[config.mk]
export PLATFORM = sky130hd
export DESIGN_NAME = alu_ex_stage_flat
export DESIGN_NICKNAME = d
export VERILOG_FILES = /design/src/rtl/alu_pkg.sv /design/src/rtl/alu_ex_stage_if.sv /design/src/rtl/alu_shift_unit.sv /design/src/rtl/alu_ex_stage.sv /design/src/flat_wrapper.sv
export SDC_FILE = /design/constraint.sdc
export NUM_CORES = 1
export LEC_CHECK = 0
export CORE_UTILIZATION = 35
export DETAILED_ROUTE_END_ITERATION = 8
export GPL_TIMING_DRIVEN = 1
export SYNTH_ARGS = -nofsm -noshare
export SYNTH_HDL_FRONTEND = slang
export SYNTH_SLANG_ARGS = --single-unit
[constraint.sdc]
create_clock -name clk -period 2.3 [get_ports clk]
set_clock_uncertainty 0.1 [all_clocks]
set_input_delay 0.46 -clock clk [delete_from_list [all_inputs] [get_ports clk]]
set_output_delay 0.46 -clock clk [all_outputs]
set_load 0.005 [all_outputs]
[src/rtl/alu_pkg.sv]
// Shared ALU definitions: operation codes, FSM state encodings, the
// request/response structs and the single-cycle compute function.
// Used by alu_ex_stage and by the ALU controller.
package alu_pkg;

  localparam int XLEN = 32;

  localparam logic [3:0] OP_AND = 4'b0000;
  localparam logic [3:0] OP_OR  = 4'b0001;
  localparam logic [3:0] OP_ADD = 4'b0010;
  localparam logic [3:0] OP_SUB = 4'b0011;
  localparam logic [3:0] OP_SLL = 4'b0100;
  localparam logic [3:0] OP_SRL = 4'b0101;
  localparam logic [3:0] OP_SRA = 4'b0111;
  localparam logic [3:0] OP_BEQ = 4'b1000;
  localparam logic [3:0] OP_XOR = 4'b1001;
  localparam logic [3:0] OP_BNE = 4'b1010;
  localparam logic [3:0] OP_SLT = 4'b1100;
  localparam logic [3:0] OP_BGE = 4'b1101;

  typedef logic [1:0] state_t;
  localparam state_t S_IDLE  = 2'd0;
  localparam state_t S_SHIFT = 2'd1;
  localparam state_t S_DONE  = 2'd2;

  typedef struct packed {
    logic [3:0]      op;
    logic [XLEN-1:0] a;
    logic [XLEN-1:0] b;
  } alu_req_t;

  typedef struct packed {
    logic [XLEN-1:0] result;
    logic            taken;
    logic            illegal;
  } alu_resp_t;

  function automatic logic is_shift(input logic [3:0] op);
    return (op == OP_SLL) || (op == OP_SRL) || (op == OP_SRA);
  endfunction

  // Everything that completes in one cycle. Shift ops return src_a, which is
  // the correct answer for a zero shift amount; nonzero shifts are handled
  // by the serial shift unit instead.
  function automatic alu_resp_t alu_compute(input alu_req_t req);
    alu_resp_t r;
    logic      lt;
    r  = '0;
    lt = $signed(req.a) < $signed(req.b);
    case (req.op)
      OP_AND: r.result = req.a & req.b;
      OP_OR:  r.result = req.a | req.b;
      OP_XOR: r.result = req.a ^ req.b;
      OP_ADD: r.result = req.a + req.b;
      OP_SUB: r.result = req.a - req.b;
      OP_SLT: begin
        r.result = {{(XLEN-1){1'b0}}, lt};
        r.taken  = lt;
      end
      OP_BEQ: r.taken = (req.a == req.b);
      OP_BNE: r.taken = (req.a != req.b);
      OP_BGE: r.taken = ~lt;
      OP_SLL, OP_SRL, OP_SRA: r.result = req.a;
      default: r.illegal = 1'b1;
    endcase
    return r;
  endfunction

endpackage

[src/rtl/alu_ex_stage_if.sv]
// Handshake bus of the ALU execute stage.
//   master: upstream/downstream side (drives operation, operands, out_ready)
//   slave : the execute stage (drives in_ready, out_valid, result, flags)
interface alu_ex_stage_if #(parameter int DATA_W = 32);
  logic              in_valid;
  logic              in_ready;
  logic [3:0]        operation;
  logic [DATA_W-1:0] src_a;
  logic [DATA_W-1:0] src_b;
  logic              out_valid;
  logic              out_ready;
  logic [DATA_W-1:0] result;
  logic              branch_taken;
  logic              illegal_op;

  modport master (
    output in_valid, operation, src_a, src_b, out_ready,
    input  in_ready, out_valid, result, branch_taken, illegal_op
  );

  modport slave (
    input  in_valid, operation, src_a, src_b, out_ready,
    output in_ready, out_valid, result, branch_taken, illegal_op
  );
endinterface

[src/rtl/alu_shift_unit.sv]
// Serial one-bit-per-cycle shifter.
//   clk, reset : clock, async active-high reset
//   load       : capture data_in, shamt, direction and fill bit
//   left/arith : SLL when left, SRA when arith (fill with data_in MSB)
//   next_data  : value after the current step
//   last       : the current step is the final one
module alu_shift_unit #(
  parameter int DATA_W = 32
) (
  input  logic              clk,
  input  logic              reset,
  input  logic              load,
  input  logic              left,
  input  logic              arith,
  input  logic [DATA_W-1:0] data_in,
  input  logic [4:0]        shamt,
  output logic [DATA_W-1:0] next_data,
  output logic              last
);
  logic [DATA_W-1:0] sh_q;
  logic [4:0]        cnt_q;
  logic              fill_q;
  logic              left_q;

  assign next_data = left_q ? {sh_q[DATA_W-2:0], 1'b0} : {fill_q, sh_q[DATA_W-1:1]};
  assign last      = (cnt_q == 5'd1);

  always_ff @(posedge clk or posedge reset) begin
    if (reset) begin
      sh_q   <= '0;
      cnt_q  <= '0;
      fill_q <= 1'b0;
      left_q <= 1'b0;
    end else if (load) begin
      sh_q   <= data_in;
      cnt_q  <= shamt;
      fill_q <= arith & data_in[DATA_W-1];
      left_q <= left;
    end else if (cnt_q != 5'd0) begin
      sh_q  <= next_data;
      cnt_q <= cnt_q - 5'd1;
    end
  end
endmodule

[src/rtl/alu_ex_stage.sv]
// ALU execute stage with valid/ready handshake on both sides.
//   clk, reset : clock, async active-high reset
//   bus        : slave side of alu_ex_stage_if (operation in, result out)
// Single-cycle ops land in DONE one cycle after acceptance; nonzero shifts
// spend shamt cycles in SHIFT first. DONE holds the result until consumed
// and can accept the next operation in the same cycle.
module alu_ex_stage
  import alu_pkg::*;
#(
  parameter int DATA_W = 32
) (
  input  logic          clk,
  input  logic          reset,
  alu_ex_stage_if.slave bus
);
  state_t            state_q;
  logic [DATA_W-1:0] result_q;
  logic              taken_q;
  logic              illegal_q;

  alu_req_t          req;
  alu_resp_t         resp;
  logic              accept;
  logic              go_shift;
  logic [DATA_W-1:0] sh_next;
  logic              sh_last;

  assign req      = '{op: bus.operation, a: bus.src_a, b: bus.src_b};
  assign resp     = alu_compute(req);
  assign accept   = bus.in_valid && bus.in_ready;
  assign go_shift = is_shift(bus.operation) && (bus.src_b[4:0] != 5'd0);

  assign bus.in_ready     = (state_q == S_IDLE) || ((state_q == S_DONE) && bus.out_ready);
  assign bus.out_valid    = (state_q == S_DONE);
  assign bus.result       = result_q;
  assign bus.branch_taken = taken_q;
  assign bus.illegal_op   = illegal_q;

  // Loaded on every acceptance; only advances while it has a count.
  alu_shift_unit #(.DATA_W(DATA_W)) u_shift (
    .clk       (clk),
    .reset     (reset),
    .load      (accept),
    .left      (bus.operation == OP_SLL),
    .arith     (bus.operation == OP_SRA),
    .data_in   (bus.src_a),
    .shamt     (bus.src_b[4:0]),
    .next_data (sh_next),
    .last      (sh_last)
  );

  always_ff @(posedge clk or posedge reset) begin
    if (reset) begin
      state_q   <= S_IDLE;
      result_q  <= '0;
      taken_q   <= 1'b0;
      illegal_q <= 1'b0;
    end else begin
      case (state_q)
        S_IDLE, S_DONE: begin
          if (accept) begin
            if (go_shift) begin
              state_q   <= S_SHIFT;
              taken_q   <= 1'b0;
              illegal_q <= 1'b0;
            end else begin
              state_q   <= S_DONE;
              result_q  <= resp.result;
              taken_q   <= resp.taken;
              illegal_q <= resp.illegal;
            end
          end else if (state_q == S_DONE && bus.out_ready) begin
            state_q <= S_IDLE;
          end
        end
        S_SHIFT: begin
          if (sh_last) begin
            state_q  <= S_DONE;
            result_q <= sh_next;
          end
        end
        default: state_q <= S_IDLE;
      endcase
    end
  end
endmodule

[src/flat_wrapper.sv]
// flat-port wrapper written by rule: the top's interface ports become plain ports
module alu_ex_stage_flat import alu_pkg::*;
#(
  parameter int DATA_W = 32
)
  (clk, reset, bus_in_valid, bus_operation, bus_src_a, bus_src_b, bus_out_ready, bus_in_ready, bus_out_valid, bus_result, bus_branch_taken, bus_illegal_op);
  alu_ex_stage_if #(.DATA_W(DATA_W)) bus_i ();
  input  logic clk;
  input  logic reset;
  input wire logic [$bits(bus_i.in_valid)-1:0] bus_in_valid;
  input wire logic [$bits(bus_i.operation)-1:0] bus_operation;
  input wire logic [$bits(bus_i.src_a)-1:0] bus_src_a;
  input wire logic [$bits(bus_i.src_b)-1:0] bus_src_b;
  input wire logic [$bits(bus_i.out_ready)-1:0] bus_out_ready;
  output wire logic [$bits(bus_i.in_ready)-1:0] bus_in_ready;
  output wire logic [$bits(bus_i.out_valid)-1:0] bus_out_valid;
  output wire logic [$bits(bus_i.result)-1:0] bus_result;
  output wire logic [$bits(bus_i.branch_taken)-1:0] bus_branch_taken;
  output wire logic [$bits(bus_i.illegal_op)-1:0] bus_illegal_op;
  assign bus_i.in_valid = bus_in_valid;
  assign bus_i.operation = bus_operation;
  assign bus_i.src_a = bus_src_a;
  assign bus_i.src_b = bus_src_b;
  assign bus_i.out_ready = bus_out_ready;
  assign bus_in_ready = bus_i.in_ready;
  assign bus_out_valid = bus_i.out_valid;
  assign bus_result = bus_i.result;
  assign bus_branch_taken = bus_i.branch_taken;
  assign bus_illegal_op = bus_i.illegal_op;
  alu_ex_stage #(.DATA_W(DATA_W)) u_core (.clk(clk), .reset(reset), .bus(bus_i));
endmodule
==> summary.md, run 1 <==
| Metric | Value |
|---|---|
| Status | finished with violations |
| Failing checks | negative setup slack |
| Slew headroom | 65.2% |
| Worst Max-Slew Pin Slew | 518 ps |
| Worst-path clk slew | 70 ps |
| Syn_area_per_cell | 7.65 µm² |
| Number of synthesized register bits | 75 |
| Max Cap Violations | 0 |
| Vias in the first global route | 11.1k |
| Critical Path RT | 2450 ps |
| Synth Instances | 1,180 |
| Max-slew violation count | 0 |
| Hold buffer count at cts | 0 |
| Nature of the critical path startpoint | input pin |
| GRT Util Overall | 29.9% |
| Fin crit share | 132% |
| TritonCTS buffer count | 9 |
| Ys flop type | dfrtp_1 |
| Worst hold path class | in -> reg |
| Crit-path max FO | 3 |
| M1 WL | 17.9 mm |
| Cell area after synthesis | 0.00903 mm² |
| Chip width | 163 µm |
| FILL cells | 2,138 |
| Dpl hpwl | 29.8 mm |
| EDFF count, synth | 0 |
| I/O pin cnt | 108 |
| Starting Density | 35.8% |
| First-pass GRT wire length | 61.1 mm |
| Crit. End Element | register |
| Rows | 58 |
| Area of the die | 0.0265 mm² |
| Asr flop ratio synth | 100% |
| Power Total | 8.87 mW |
| Crit-path leading delay family | compound AO/OA/AOI/OAI gates |
| CTS max path bufs | 2 |
| Post-synthesis sequential area ratio | 20.8% |
| Final WL | 40.3 mm |
| FF-to-FF setup slack | 120 ps |
| CTS tree | done |
| Share of layout cells above drive strength 1 | 44.8% |
| Peak supply drop | 0.419 mV |
| Drc violations | 0 |
| WHS Endpoint | u_core.u_shift.sh_q[16] |
| Syn_nets | 1,365 |
| Final worst slack | -733 ps |
| GP Congestion | 0.937 |
| P_leak | 7.04 nW |
| Pin count of the biggest net entering global routing | 76 |
| Non-filler cells, final | 2,008 |
| Slowest CP cell | a2111oi_4 |
| Clock sinks | 75 |
| CTS root buf | clkbuf_16 |
| Arrival time worst endpoint | 3180 ps |
| Die height | 163 µm |
| Setup CP Type | in -> reg |
| Unrepaired setup endpoints after global routing | yes |
| Diode count | 0 |
| Final TNS setup | -11,660 ps |
| Worst R2R Path Depth | 8 |
| Initial antenna violation count | 0 |
| Reg2reg end | u_core.bus.result[22] |
| Antenna viol nets, final | 0 |
| Peak Freq | 330 MHz |
| Total grt overflow | 0 |
| Area grow syn2layout | 73.6% |
| Crit path cell chain | buf_12, inv_12, ha_4, fa_2, o21bai_4, a2111oi_4, o21ai_2, a2111oi_4, buf_4, o41ai_4, buf_4, a22oi_2, mux2_4, o31ai_4, o21ai_1 |
| WP buf/inv | 4 |
| Setup crit start | bus_src_a[0] |
| Final setup vio count | 28 |
| Post-route cell area | 0.0157 mm² |
| Met3 wire length | 2.57 mm |
| Core area | 0.0253 mm² |
| H-tree depth | 3 |
| DR vias | 11.3k |
| Clk_lat worst skew | 360 ps |
| First DRT Iteration DRCs | 879 |
| WHS Path Cells | 3 |
| Worst path max stage delay | 370 ps |
| First-pass iteration count of the detailed router | 5 |
| Placed inst area | 0.0135 mm² |
| # port buffers | 107 |
| Final net count | 1,858 |
| WL/cell | 20.1 µm |
| Vias per cell | 5.62 |
| PD cells | 566 mW/mm² |
| Uppermost layer routed | met4 |
| Final Hold Viols | 0 |
| Reg-to-Reg Start | u_core.u_shift.cnt_q[2] |
| DP Cell Count | 1,925 |
| Cell variety after synth | 74 |
| Hold Crit Start | bus_src_a[16] |
| Syn. warnings | 0 |
| Min Tclk post-route | 3030 ps |
| Met2 Wirelength | 18.8 mm |
synth_stat cells (5+ instances only):
master,instances,area [µm²]
nor3_1,38,190
nand2b_1,11,68.8
clkbuf_1,66,248
a21o_1,12,90.1
inv_1,92,345
ha_1,111,1390
mux2i_1,37,370
buf_1,9,33.8
a21oi_1,97,485
and3_1,6,37.5
nand3_1,16,80.1
or3_1,5,31.3
o211ai_1,52,390
o21a_1,10,75.1
nor2b_1,18,113
o22ai_1,7,43.8
dfrtp_1,75,1880
a22oi_1,15,113
a211oi_1,11,82.6
o221ai_1,15,131
a221o_1,6,60.1
o21ai_0,106,531
a221oi_1,17,149
nor4_1,9,56.3
o31a_1,5,43.8
o31ai_1,15,113
nand4_1,8,50.1
o21bai_1,13,97.6
a31oi_1,11,68.8
nand2_1,98,368
xnor2_1,22,193
a311oi_1,7,61.3
nor2_1,85,319
power by group:
part	switching, mW	internal (mW)
Combinational	2.40	2.52
Clock	0.692	0.982
Sequential	0.461	1.82
registers in the layout, indices dropped and copies added, names as in the netlist:
signal and count:
u_core.u_shift.sh_q 32, u_core.u_shift.cnt_q 5, u_core.u_shift.fill_q 1, u_core.bus.result 32, u_core.bus.illegal_op 1, u_core.u_shift.left_q 1, u_core.state_q 2, u_core.bus.branch_taken 1
cell families after synthesis:
family,Yosys count,synth area share (%)
xor+xnor,26,2.52
flops,75,20.8
fa+ha+maj,113,15.8
compound gates,439,32.8
mux,39,4.35
simple gates,313,16.2
buf+inv,175,7.49
how the worst max path moves through the flow:
| stage | endpoint | slack [ps] | depth (start not counted) |
|---|---|---|---|
| finish | u_core.bus.branch_taken | -730 | 15 |
| global route | u_core.bus.branch_taken | -780 | 15 |
| CTS | u_core.bus.branch_taken | -780 | 15 |
| detailed placement | u_core.bus.result[30] | -1670 | 15 |
| global placement | u_core.bus.branch_taken | -1600 | 15 |
| floorplan | u_core.bus.branch_taken | -750 | 12 |
routing by layer:
layer | global-route usage, % | vias up
li1 | - | 5317
met1 | 40.0 | 5480
met2 | 49.3 | 416
met3 | 5.37 | 79
met4 | 7.94 | 0
met5 | 0 | -
what timing repair did:
| action | in CTS | in global routing |
|---|---|---|
| pin swaps | 121 | 116 |
| gates resized for setup | 317 | 153 |
| hold endpoints to repair | 0 | 0 |
| setup buffers | 41 | 40 |
| endpoints found under the setup margin | 34 | 33 |
per-stage QoR:
step	hold slack (ps)	setup WS, ps	utilization (%)
2_1_floorplan	348	-752	-
3_3_place_gp	370	-1600	53.6
3_5_place_dp	380	-1670	53.6
4_1_cts	395	-777	59.5
5_1_grt	327	-777	62.1
6_report	302	-733	62.1
tightest hold or removal path: cells and delay by family:
kind	cells	cell delay, ps
buffers and inverters	2	170
AO/OA/AOI/OAI	1	90
area by class of cell:
type,count,area [µm²],share of cell area [%]
Clock buffer,10,239,1.52
Clock inverter,6,88.8,0.567
Inverter,93,410,2.62
Multi-Input combinational cell,930,7880,50.3
Sequential cell,75,1880,12.0
Tap cell,330,413,2.63
Timing Repair Buffer,564,4770,30.4
layout by cell type, fill, tap and decap left out, drive strengths merged, types with 7 or more instances in the layout:
master         netlist  layout
nor2                86      86
clkbuf              66      20
o221ai              15      15
dlymetal6s2s         0       7
a31oi               11      11
inv                 92      89
nor4                10      10
o21bai              14      14
a22oi               15      15
nor3                38      38
xnor2               22      22
a211oi              11      11
o21ai              107     107
a221oi              18      18
nand4                8       8
o211ai              52      52
o31ai               15      15
clkdlybuf4s15        0       8
ha                 111     111
dlygate4sd2          0      18
o21a                10      10
dfrtp               75      75
nand2               98      98
nand2b              11      11
nand3               16      16
o22ai                7       7
a21o                12      12
nor2b               18      18
buf                 16     468
clkdlybuf4s50        0      53
mux2i               37      37
a21oi               97      97
a311oi               8       8
Power figures use the tool's default switching activity.
==> inputs of run 2 (changes only) <==
--- a/config.mk
+++ b/config.mk
@@ -6,8 +6,11 @@
 export NUM_CORES = 1
 export LEC_CHECK = 0
 export CORE_UTILIZATION = 35
+export CTS_CLUSTER_DIAMETER = 30
 export DETAILED_ROUTE_END_ITERATION = 8
 export GPL_TIMING_DRIVEN = 1
+export PLACE_DENSITY = 0.62
+export RECOVER_POWER = 25
 export SYNTH_ARGS = -nofsm -noshare
 export SYNTH_HDL_FRONTEND = slang
 export SYNTH_SLANG_ARGS = --single-unit
==> run 2 against run 1 <==
  * The run still ends with negative setup slack left
  * First-iteration DRC count increased by 6.8%
  * Critical path depth down 1
  * Final cell count down 2.2%
  * Critical path type unchanged
  * Worst setup slack improved by 110 ps
  * Routed wire length down 2.1%
  * Combinational power down 2%
  * Register-to-register slack about the same
  * Design area shrank 2.1%
  * Die area unchanged
==> summary.md, run 2 (synthesis gave the netlist of run 1 again) <==
| Metric | Value |
|---|---|
| Status | finished with violations |
| Failing checks | negative setup slack |
| CTS tree | done |
| Area taken by multi-input logic gates | 0.00794 mm² (+0.71%) |
| Int Pwr | 5.19 mW (-2.4%) |
| Rows | 58 (unchanged) |
| Crit path top cell by count | a2111oi_4 |
| First-pass iteration count of the detailed router | 5 (unchanged) |
| Final worst slack | -628 ps (+106 ps) |
| Hold Crit Start | bus_src_a[4] |
| Non-filler cells, final | 1,964 (-2.2%) |
| Setup crit start | bus_src_a[0] |
| Reg-to-Reg Start | u_core.u_shift.cnt_q[2] |
| Starting Density | 35.8% (unchanged) |
| PD cells | 567 mW/mm² (+0.27%) |
| Area of the die | 0.0265 mm² (unchanged) |
| FILL cells | 2,184 (+2.2%) |
| Worst Max-Slew Pin Slew | 1200 ps (+681 ps) |
| Clock sinks | 75 (unchanged) |
| Worst hold path class | in -> reg |
| Sw frac | 40.4% (+0.34 points) |
| Comb power frac | 55.1% (-0.4 points) |
| GP Congestion | 0.941 (+0.49%) |
| Pin count of the biggest net entering global routing | 76 (unchanged) |
| Hold buffer count at cts | 0 (unchanged) |
| Peak supply drop | 0.407 mV (-3.0%) |
| Vias in the first global route | 11.1k (-0.027%) |
| CTS max path bufs | 2 (unchanged) |
| Dpl hpwl | 29.0 mm (-2.5%) |
| Chip width | 163 µm (unchanged) |
| Leading cell types in the layout, fill and taps excluded | buf_4, nand2_1, nor2_1 |
| Vias per cell | 5.69 (+1.1%) |
| Crit. End Element | register |
| H-tree depth | 3 (unchanged) |
| Antenna viol nets, final | 0 (unchanged) |
| Peak Freq | 342 MHz (+3.6%) |
| NetSw | 3.52 mW (-1.0%) |
| Worst Setup Slack post-DPL | -1640 ps (+34.3 ps) |
| CTS root buf | clkbuf_16 |
| Final Hold Viols | 0 (unchanged) |
| Max Cap Violations | 0 (unchanged) |
| Clk_lat worst skew | 360 ps (about the same) |
| Power Total | 8.71 mW (-1.8%) |
| Share of layout cells above drive strength 1 | 43.6% (-1.2 points) |
| Min Tclk post-route | 2930 ps (-106 ps) |
| Diode count | 0 (unchanged) |
| Post-route cell area | 0.0154 mm² (-2.1%) |
| Max-slew violation count | 0 (unchanged) |
| Slowest CP cell | a2111oi_4 |
| Setup CP Type | in -> reg |
| Crit path cell chain | buf_12, inv_12, ha_4, fa_2, o21bai_4, a2111oi_4, o21ai_2, a2111oi_4, buf_4, o31ai_4, a311oi_2, xnor2_1, o211ai_1, a221o_1 |
| Total grt overflow | 0 (unchanged) |
| Crit-path max FO | 3 (unchanged) |
| GRT Util Overall | 29.7% (-0.23 points) |
| DR vias | 11.2k (-1.1%) |
| Worst path max stage delay | 410 ps (+40 ps) |
| Die height | 163 µm (unchanged) |
| TritonCTS buffer count | 9 (unchanged) |
| # port buffers | 107 (unchanged) |
| WL/cell | 20.1 µm (+0.11%) |
| Initial antenna violation count | 0 (unchanged) |
| Critical Path RT | 2430 ps (-20 ps) |
| Sequential Area | 0.00188 mm² (unchanged) |
| Clock Power Share | 18.7% (-0.2 points) |
| Arrival time worst endpoint | 3060 ps (-120 ps) |
| Placed inst area | 0.0134 mm² (-0.87%) |
| Slew headroom | 20.1% (-45 points) |
| Worst hold margin | 278 ps (-23.9 ps) |
| Drc violations | 0 (unchanged) |
| Worst-path clk slew | 70 ps (about the same) |
| Unrepaired setup endpoints after global routing | yes |
| Most common cell after layout, fill and taps aside | buf_4 |
| First-pass GRT wire length | 61.1 mm (about the same) |
| DP Cell Count | 1,906 (-0.99%) |
| Sequential power share | 26.2% (+0.5 points) |
| Final net count | 1,814 (-2.4%) |
| Final WL | 39.4 mm (-2.1%) |
| I/O pin cnt | 108 (unchanged) |
| First DRT Iteration DRCs | 939 (+6.8%) |
| Fin crit share | 127% (-4.6 points) |
| Area grow syn2layout | 70.0% |
| P_leak | 6.79 nW (-3.5%) |
| Core area | 0.0253 mm² (unchanged) |
| Nature of the critical path startpoint | input pin |
| Final setup vio count | 26 (-7.1%) |
-- run 2: what timing repair did --
action,CTS,global route
setup endpoints to repair,33,34
pin swaps,116,105
hold endpoints to repair,0,0
resized for setup,307,160
buffers inserted,33,21
-- run 2: layout make-up --
class	instances	area share, %
multi-input combinational	930	51.7
timing repair buffer	520	28.6
sequential	75	12.2
clock buffer	9	1.47
clock inverter	7	0.603
inverter	93	2.71
tap	330	2.69
-- run 2: power groups by stage --
| stage | Clock (mW) | Sequential (mW) | Combinational, mW |
|---|---|---|---|
| final | 1.63 | 2.28 | 4.80 |
| after global routing | 1.69 | 2.32 | 5.20 |
| after CTS | 1.64 | 2.26 | 4.54 |
| after detailed placement | 0 | 2.28 | 4.17 |
| after global placement | 0 | 2.28 | 4.10 |
| after floorplan | 0 | 2.13 | 2.17 |
-- run 2: critical path: cells and delay by family --
family	cells	cell delay [ps]
AO/OA/AOI/OAI	8	1700
adder cells (fa/ha/maj)	2	390
XOR/XNOR	1	140
buffers and inverters	3	350
-- run 2: stage by stage --
step / utilization, % / TNS (ps)
after floorplan: - / -7820
after global placement: 53.2 / -37510
after detailed placement: 53.2 / -38640
after CTS: 58.8 / -12490
after global routing: 60.8 / -11680
final: 60.8 / -9390
-- run 2: metal layers --
layer  up-vias  wire [µm]  GRT usage, %
met2       425      18400          49.0
met4         0       1110          9.18
met3        83       2180          3.74
met1      5420      17800          40.1
li1       5243          -             -
met5         -          0             0
-- run 2: path summary, 6_finish.rpt --
| kind | slack [ps] | cells after the start | endpoint |
|---|---|---|---|
| worst max-delay path | -630 | 14 | u_core.bus.result[30] |
| worst min-delay path | 280 | 3 | u_core.u_shift.sh_q[4] |
| worst max register to register | 120 | 7 | u_core.bus.result[26] |
| worst min register to register | 380 | 2 | u_core.u_shift.fill_q |
| max in group asynchronous | 360 | 3 | u_core.u_shift.left_q |
| min in group asynchronous | 930 | 3 | u_core.bus.result[27] |
==> inputs of run 3 (changes only) <==
--- a/config.mk
+++ b/config.mk
@@ -5,6 +5,7 @@
 export SDC_FILE = /design/constraint.sdc
 export NUM_CORES = 1
 export LEC_CHECK = 0
+export CORE_ASPECT_RATIO = 1.5
 export CORE_UTILIZATION = 35
 export CTS_CLUSTER_DIAMETER = 30
 export DETAILED_ROUTE_END_ITERATION = 8
==> run 3 against run 2 <==
  * The flow still finishes with violations (negative setup slack)
  * First-iteration DRC count shrank 31%
  * Critical endpoint is now u_core.bus.result[24]
  * Non-clock buffer count is 58 higher
  * Worst setup slack worse by 150 ps
  * Utilization is 2.1 points higher
  * Largest power group unchanged
==> summary.md, run 3 (synthesis gave the netlist of run 1 again) <==
| Metric | Value |
|---|---|
| Status | finished with violations |
| Failing checks | negative setup slack |
| Antenna viol nets, final | 0 (unchanged) |
| Core area | 0.0252 mm² (about the same) |
| Arrival time worst endpoint | 3220 ps (+160 ps) |
| WL/cell | 20.6 µm (+2.7%) |
| Crit-path max FO | 3 (unchanged) |
| Starting Density | 35.8% (about the same) |
| Area of the die | 0.0265 mm² (about the same) |
| Total grt overflow | 0 (unchanged) |
| Final setup vio count | 26 (unchanged) |
| M1 WL | 15.6 mm (-12%) |
| Uppermost layer routed | met4 |
| First DRT Iteration DRCs | 649 (-31%) |
| H-tree depth | 3 (unchanged) |
| Share of layout cells above drive strength 1 | 44.8% (+1.2 points) |
| Initial antenna violation count | 0 (unchanged) |
| CTS root buf | clkbuf_16 |
| Worst hold path class | in -> reg |
| Crit. End Element | register |
| Setup CP Type | in -> reg |
| Met2 Wirelength | 21.6 mm (+17%) |
| # port buffers | 107 (unchanged) |
| Rows | 71 (+22%) |
| Clk_lat worst skew | 370 ps (about the same) |
| Reg2reg end | u_core.bus.result[24] |
| GP Congestion | 0.958 (+1.8%) |
| Peak supply drop | 0.553 mV (+36%) |
| I/O pin cnt | 108 (unchanged) |
| First-pass iteration count of the detailed router | 5 (unchanged) |
| Unrepaired setup endpoints after global routing | yes |
| Chip width | 133 µm (-18%) |
| Final worst slack | -777 ps (-149 ps) |
| Final WL | 41.6 mm (+5.6%) |
| Drc violations | 0 (unchanged) |
| Reg-to-Reg Start | u_core.u_shift.cnt_q[2] |
| Die height | 199 µm (+22%) |
| Slew headroom | 20.4% (+0.34 points) |
| FF-to-FF setup slack | 60 ps (-60 ps) |
| Placed inst area | 0.0136 mm² (+1.4%) |
| Critical Path RT | 2440 ps (about the same) |
| Power Total | 9.11 mW (+4.6%) |
| Area grow syn2layout | 75.8% |
| CTS max path bufs | 2 (unchanged) |
| PD cells | 574 mW/mm² (+1.2%) |
| Pin count of the biggest net entering global routing | 76 (unchanged) |
| Met3 wire length | 1.97 mm (-9.8%) |
| Post-route cell area | 0.0159 mm² (+3.4%) |
| First-pass GRT wire length | 64.1 mm (+4.9%) |
| DR vias | 11.5k (+3.3%) |
| Max-slew violation count | 0 (unchanged) |
| Diode count | 0 (unchanged) |
| Dpl hpwl | 30.5 mm (+5.1%) |
| Worst Max-Slew Pin Slew | 1190 ps (-5.11 ps) |
| Hold buffer count at cts | 0 (unchanged) |
| Worst hold margin | 338 ps (+60.0 ps) |
| Worst R2R Path Depth | 9 (+2) |
| Leading cell types in the layout, fill and taps excluded | buf_4, nand2_1, o21ai_0 |
| CTS tree | done |
| Worst-path clk slew | 70 ps (about the same) |
| Clock sinks | 75 (unchanged) |
| Max Cap Violations | 0 (unchanged) |
| Critical path endpoint | u_core.bus.result[24] |
| Vias per cell | 5.71 (+0.41%) |
| GRT Util Overall | 31.3% (+1.6 points) |
| Setup crit start | bus_src_a[0] |
| Min Tclk post-route | 3080 ps (+149 ps) |
| Vias in the first global route | 11.8k (+6.3%) |
| P_leak | 7.17 nW (+5.6%) |
| Final net count | 1,872 (+3.2%) |
| Final Hold Viols | 0 (unchanged) |
| Most common cell after layout, fill and taps aside | buf_4 |
| TritonCTS buffer count | 9 (unchanged) |
| Fin crit share | 134% (+6.5 points) |
| Peak Freq | 325 MHz (-4.8%) |
| Nature of the critical path startpoint | input pin |
-- run 3: cell types whose count changed in the layout (fill, tap and decap cells not counted), sizes merged --
cell | previous run | this run
buf | 422 | 481
clkdlybuf4s15 | 6 | 1
dlymetal6s2s | 6 | 11
clkinvlp | 6 | 3
dlygate4sd2 | 20 | 23
bufinv | 2 | 4
clkbuf | 22 | 20
clkdlybuf4s50 | 52 | 51
-- run 3: where the power goes --
group	total, mW	leakage, nW	switching, mW	internal (mW)
Combinational	4.95	6.06	2.42	2.53
Sequential	2.30	0.934	0.489	1.82
Clock	1.86	0.177	0.680	1.18
-- run 3: cell type report --
class                   instances  area (µm²)
repair buffers                578        4930
clock inverters                 6         138
multi-input cells             930        7880
inverters                      93         413
flip-flops and latches         75        1880
fillers                      2119        9350
well taps                     328         410
clock buffers                  10         229
-- run 3: worst min path at each step --
stage,startpoint,to,slack (ps),depth (start not counted)
6_report,bus_src_a[26],u_core.u_shift.sh_q[26],340,3
5_1_grt,bus_src_a[25],u_core.u_shift.sh_q[25],360,3
4_1_cts,u_core.bus.illegal_op,u_core.bus.illegal_op,400,2
3_5_place_dp,u_core.bus.illegal_op,u_core.bus.illegal_op,380,2
3_3_place_gp,u_core.bus.result[3],u_core.bus.result[3],370,2
2_1_floorplan,u_core.u_shift.fill_q,u_core.u_shift.fill_q,350,2
-- run 3: critical path, cell delays in order --
cell and delay, ps:
buf_12 110, inv_12 40, ha_4 140, fa_2 230, o21bai_4 80, a2111oi_4 370, o21ai_2 140, a2111oi_4 300
buf_4 190, o41ai_4 100, buf_4 170, a311oi_4 310, buf_4 170, xnor2_2 60, a221oi_2 260, nor3_1 80
-- run 3: what timing repair did --
action | CTS | global route
endpoints found under the setup margin | 34 | 33
pin swaps | 110 | 110
resized for setup | 301 | 157
setup buffers | 64 | 32
-- run 3: stage by stage --
stage | setup TNS (ps) | std cells | util [%] | setup slack (ps)
4_1_cts | -12530 | 2000 | 60.5 | -810
3_5_place_dp | -39160 | 1924 | 53.9 | -1690
2_1_floorplan | -7820 | 1180 | - | -752
3_3_place_gp | -38060 | 1924 | 53.9 | -1650
6_report | -11700 | 2020 | 62.9 | -777
5_1_grt | -14690 | 2020 | 62.9 | -878
-- run 3: routing by layer --
layer  GRT usage (%)  vias to the layer above
met1            34.2                     5595
li1                -                     5342
met2            58.1                      436
met5               0                        -
met4            17.1                        0
met3            4.13                      164
